--- config.mk ---
export PLATFORM = sky130hd
export DESIGN_NAME = rom_rd_arbiter
export DESIGN_NICKNAME = d
export VERILOG_FILES = /design/src/rtl/rom_rd_arbiter.sv
export SDC_FILE = /design/constraint.sdc
export NUM_CORES = 1
export LEC_CHECK = 0
export CORE_MARGIN = 2
export CORE_UTILIZATION = 35
export CTS_CLUSTER_SIZE = 40
export DETAILED_ROUTE_END_ITERATION = 7
export PLACE_DENSITY_LB_ADDON = 0.3
export SLEW_MARGIN = 25
export SYNTH_ARGS = -nofsm -noshare
export SYNTH_HDL_FRONTEND = slang
export SYNTH_SLANG_ARGS = --single-unit
--- constraint.sdc ---
create_clock -name i_sys_clk -period 2.85 [get_ports i_sys_clk]
set_input_delay 0.57 -clock i_sys_clk [delete_from_list [all_inputs] [get_ports i_sys_clk]]
set_output_delay 0.57 -clock i_sys_clk [all_outputs]
set_load 0.02 [all_outputs]
--- src/rtl/rom_rd_arbiter.sv ---
// rom_rd_arbiter: two-port round-robin read arbiter sharing one single-port ROM.
// Requests are serialised onto the ROM port. A {valid, port} tag follows each
// read through the ROM latency, so the returned data is steered to the port
// that issued the read.
module rom_rd_arbiter #(
  parameter int unsigned ADDR_W = 8,
  parameter int unsigned DATA_W = 8,
  parameter int unsigned RD_LAT = 2
) (
  input  logic              i_sys_clk,
  input  logic              i_sys_rst,
  input  logic              i_req0,
  input  logic [ADDR_W-1:0] i_addr0,
  output logic              o_gnt0,
  output logic              o_rvalid0,
  output logic [DATA_W-1:0] o_rdata0,
  input  logic              i_req1,
  input  logic [ADDR_W-1:0] i_addr1,
  output logic              o_gnt1,
  output logic              o_rvalid1,
  output logic [DATA_W-1:0] o_rdata1,
  output logic [ADDR_W-1:0] o_rom_addr,
  output logic              o_rom_rden,
  input  logic [DATA_W-1:0] i_rom_q
);

  // One tag stage per cycle from the grant through to the cycle the ROM data is valid
  localparam int unsigned TAG_W = RD_LAT + 1;

  logic              r_gnt0;
  logic              r_gnt1;
  logic              r_last;       // 1: port 1 holds the most recent grant
  logic [ADDR_W-1:0] r_rom_addr;
  logic              r_rom_rden;
  logic [TAG_W-1:0]  r_tag_vld;
  logic [TAG_W-1:0]  r_tag_port;
  logic              r_rvalid0;
  logic              r_rvalid1;
  logic [DATA_W-1:0] r_rdata0;
  logic [DATA_W-1:0] r_rdata1;

  logic w_eff0;
  logic w_eff1;
  logic w_win0;
  logic w_win1;
  logic w_any;
  logic w_tag_out;
  logic w_tag_port;

  // A port is masked in its own grant cycle, so it cannot win twice in a row
  assign w_eff0 = i_req0 & ~r_gnt0;
  assign w_eff1 = i_req1 & ~r_gnt1;

  // Round robin: on contention the port that did not win last time goes first
  assign w_win0 = w_eff0 & (~w_eff1 | r_last);
  assign w_win1 = w_eff1 & ~w_win0;
  assign w_any  = w_win0 | w_win1;

  assign w_tag_out  = r_tag_vld[TAG_W-1];
  assign w_tag_port = r_tag_port[TAG_W-1];

  // Grant pulses, last-grant pointer and ROM command registers
  always_ff @(posedge i_sys_clk) begin
    if (i_sys_rst) begin
      r_gnt0     <= 1'b0;
      r_gnt1     <= 1'b0;
      r_last     <= 1'b1;
      r_rom_addr <= '0;
      r_rom_rden <= 1'b0;
    end else begin
      r_gnt0     <= w_win0;
      r_gnt1     <= w_win1;
      r_rom_rden <= w_any;
      if (w_any) begin
        r_rom_addr <= w_win0 ? i_addr0 : i_addr1;
        r_last     <= w_win1;
      end
    end
  end

  // Tag shift register tracking each issued read through the ROM latency
  always_ff @(posedge i_sys_clk) begin
    if (i_sys_rst) begin
      r_tag_vld  <= '0;
      r_tag_port <= '0;
    end else begin
      r_tag_vld  <= {r_tag_vld[TAG_W-2:0], w_any};
      r_tag_port <= {r_tag_port[TAG_W-2:0], w_win1};
    end
  end

  // Capture ROM data for the owning port as its tag leaves the pipeline
  always_ff @(posedge i_sys_clk) begin
    if (i_sys_rst) begin
      r_rvalid0 <= 1'b0;
      r_rvalid1 <= 1'b0;
      r_rdata0  <= '0;
      r_rdata1  <= '0;
    end else begin
      r_rvalid0 <= w_tag_out & ~w_tag_port;
      r_rvalid1 <= w_tag_out & w_tag_port;
      if (w_tag_out & ~w_tag_port) begin
        r_rdata0 <= i_rom_q;
      end
      if (w_tag_out & w_tag_port) begin
        r_rdata1 <= i_rom_q;
      end
    end
  end

  assign o_gnt0     = r_gnt0;
  assign o_gnt1     = r_gnt1;
  assign o_rom_addr = r_rom_addr;
  assign o_rom_rden = r_rom_rden;
  assign o_rvalid0  = r_rvalid0;
  assign o_rvalid1  = r_rvalid1;
  assign o_rdata0   = r_rdata0;
  assign o_rdata1   = r_rdata1;

endmodule

==> summary.md <==
| Metric | Value |
|---|---|
| Status | completed |
| Later-pin clock latency in the skew report | roughly 0.29 ns |
| Row count | 22 |
| WL/cell | ~13 um |
| Most frequent cells in the layout | clkdlybuf4s50_1, dfxtp_1, nand2_1 |
| RSZ-0062 raised after global routing | false |
| H-tree depth | 2 |
| Nets | approximately 230 |
| Period Utilization, post-route | 0.649 |
| Initial antenna violation count | 0 |
| Clock network fraction of design power | 0.351 |
| Slowest CP cell | clkdlybuf4s50_1 |
| Post-DR vias/cell | about 5.0 |
| Clock-pin transition on the worst setup and hold timing paths | roughly 0.070 ns |
| Crit path DAT | between 2 and 2.5 ns |
| Core area | around 3700 sq um |
| CTS tree | built |
| Final hold viol count | 0 |
| HP Class | reg -> reg |
| Critical path's largest stage delay | about 0.77 ns |
| Synthesized area | 1330 sq um |
| Starting Density | 0.362 |
| Die extent in x | approximately 66 um |
| Area after DPL | 1890 sq um |
| Tot GR Track Use | 0.159 |
| Max clock buf depth | 2 |
| Total negative slack | 0 ns |
| Critical path endpoint category | flip-flop |
| Clock sink count | 34 |
| Antenna cells | 0 |
| Buffers on Ports | 56 |
| Worst setup skew after layout | 0.00356 ns |
| Crit Path Max Fanout | 18 |
| Area growth from synthesis to layout | 49.6% |
| Sequential area share after synthesis | 0.513 |
| Fraction of layout instances using a drive strength above 1 | 0.0450 |
| Fin area | 1980 sq um |
| Commonest non-fill, non-tap cell in the layout | clkdlybuf4s50_1 |
| Max Slew Vio Count | 0 |
| Cell variety after synth | 20 |
| Slew headroom | 0.674 |
| Net Sw Frac | 0.242 |
| Tmin final | about 1.9 ns |
| Largest net degree at the start of global routing | 27 |
| Max-Cap Viols | 0 |
| Synthesized instance count | roughly 150 |
| DIE AREA | approximately 4300 sq um |
| DRC Markers | 0 |
| Critical Path RT | between 3 and 4 ns |
| CTS root buffer | clkbuf_8 |
| Final HPWL DP | around 2300 um |
| Worst ir drop on vdd | ~0.24 mV |
| Post-route ant nets | 0 |
| Setup bufs post-CTS | 0 |
| Number of I/O pins | between 50 and 60 |
| Syn avg cell area | ~9 sq um |
| FF-to-FF setup slack | 1.27 ns |
| Post-layout util | 0.542 |
| Internal power | slightly below 800 uW |
| Crit path launch type | input port |
| NetSw | approximately 250 uW |
| Final setup fails | 0 |
| Vias in the first global route | roughly 1200 |
| Critical path type | in -> reg |
| First-pass GRT wire length | about 5200 um |
| Sequential power share | 0.501 |
| Fmax | 0.540 GHz |
| CTS Buf Count | 5 |
| Net count after synthesis | around 180 |
| Pwr/cell area | roughly 500 nW/um^2 |
| CP cell instances | clkdlybuf4s50_1 -> and3b_1 -> a211o_1 |
| Initial drt markers | about 50 |
| P_leak | ~0.00079 uW |
| Global placer's final weighted congestion | 0.732 |
| Vias | 1228 |
| Hold buffers post-CTS | 0 |
| Synth warn | 0 |
| PostCTS Resize Cnt | 0 |
| First-pass DRT Iterations | 5 |
| Total gr overflow | 0 |
| Synthesized flop and latch total | 34 |
| Final WL | about 3200 um |
| Gate power share | 0.148 |
| Worst-Margin Slew | 0.488 ns |
| Die Height | 65.6 um |
-- power by group through the flow --
stage	Combinational, uW	Clock, uW	Sequential (uW)
after CTS	153	370	512
after global routing	162	390	515
after detailed placement	152	0	522
final	152	358	512
after floorplan	53.7	0	538
after global placement	149	0	522
-- state kept, by name, indices dropped and copies added, names as in the netlist --
register / cells
o_rdata0: 8
o_rdata1: 8
o_rom_addr: 8
r_tag_port: 3
r_tag_vld: 3
o_gnt0: 1
o_rvalid0: 1
o_rvalid1: 1
r_last: 1
-- worst max-delay path, delay by kind of cell --
kind | cells | cell delay, ns
AND/OR/NAND/NOR | 1 | 0.35
AO/OA/AOI/OAI | 1 | 0.33
buffers and inverters | 1 | 0.77
-- cell families (layout without fill, tap and decap cells) --
| family | count (synthesis) | in the layout | synth area share |
|---|---|---|---|
| buffers and inverters | 22 | 74 | 0.0745 |
| DFF | 34 | 34 | 0.513 |
| and+or+nand+nor | 58 | 58 | 0.237 |
| AOI/OAI and AO/OA | 34 | 34 | 0.175 |
-- layout make-up --
cell class | instances | area [sq um]
well taps | 48 | 60.1
clock inverters | 1 | 5.00
clock buffers | 7 | 86.3
repair buffers | 58 | 576
inverters | 8 | 30.0
flip-flops and latches | 34 | 681
fillers | 363 | 1680
multi-input cells | 92 | 547
-- worst paths after layout --
kind,startpoint,end,depth (start not counted)
min reg2reg,r_tag_vld[1],r_tag_vld[2],1
max reg2reg,r_last,o_rom_addr[4],3
max,i_sys_rst,o_rom_addr[1],3
min,r_tag_vld[1],r_tag_vld[2],1
-- cell usage after synthesis --
library cell / count / area (sq um)
nand2b_1: 3 / 18.8
dfxtp_1: 34 / 681
and3b_1: 1 / 8.76
and4b_1: 8 / 80.1
a21oi_1: 17 / 85.1
dlygate4sd1_1: 1 / 8.76
nand3b_1: 1 / 7.51
or3b_1: 1 / 8.76
nand2_1: 27 / 101
nor2_1: 3 / 11.3
a211o_1: 8 / 70.1
a2111oi_0: 8 / 70.1
nand3_1: 8 / 40.0
buf_6: 1 / 11.3
buf_2: 3 / 15.0
clkbuf_1: 6 / 22.5
nor2b_1: 6 / 37.5
buf_1: 3 / 11.3
a211oi_1: 1 / 7.51
inv_1: 8 / 30.0
-- layer usage --
layer / wire (um) / global-route usage
met1: 1350 / 0.181
met2: 1510 / 0.269
met3: 256 / 0.0497
met4: 67 / 0.0781
met5: 0 / 0
-- metrics by stage --
stage                     total power (uW)  hold WS (ns)  cells  worst slack (ns)
after global routing                  1070         0.466    248             0.916
after CTS                             1030         0.442    248             0.999
after detailed placement               674         0.427    240             0.700
final                                 1020         0.436    248              1.00
after floorplan                        591         0.414    148              1.31
after global placement                 671         0.427    240             0.737
Note: power is estimated with default switching activity, not from simulation.
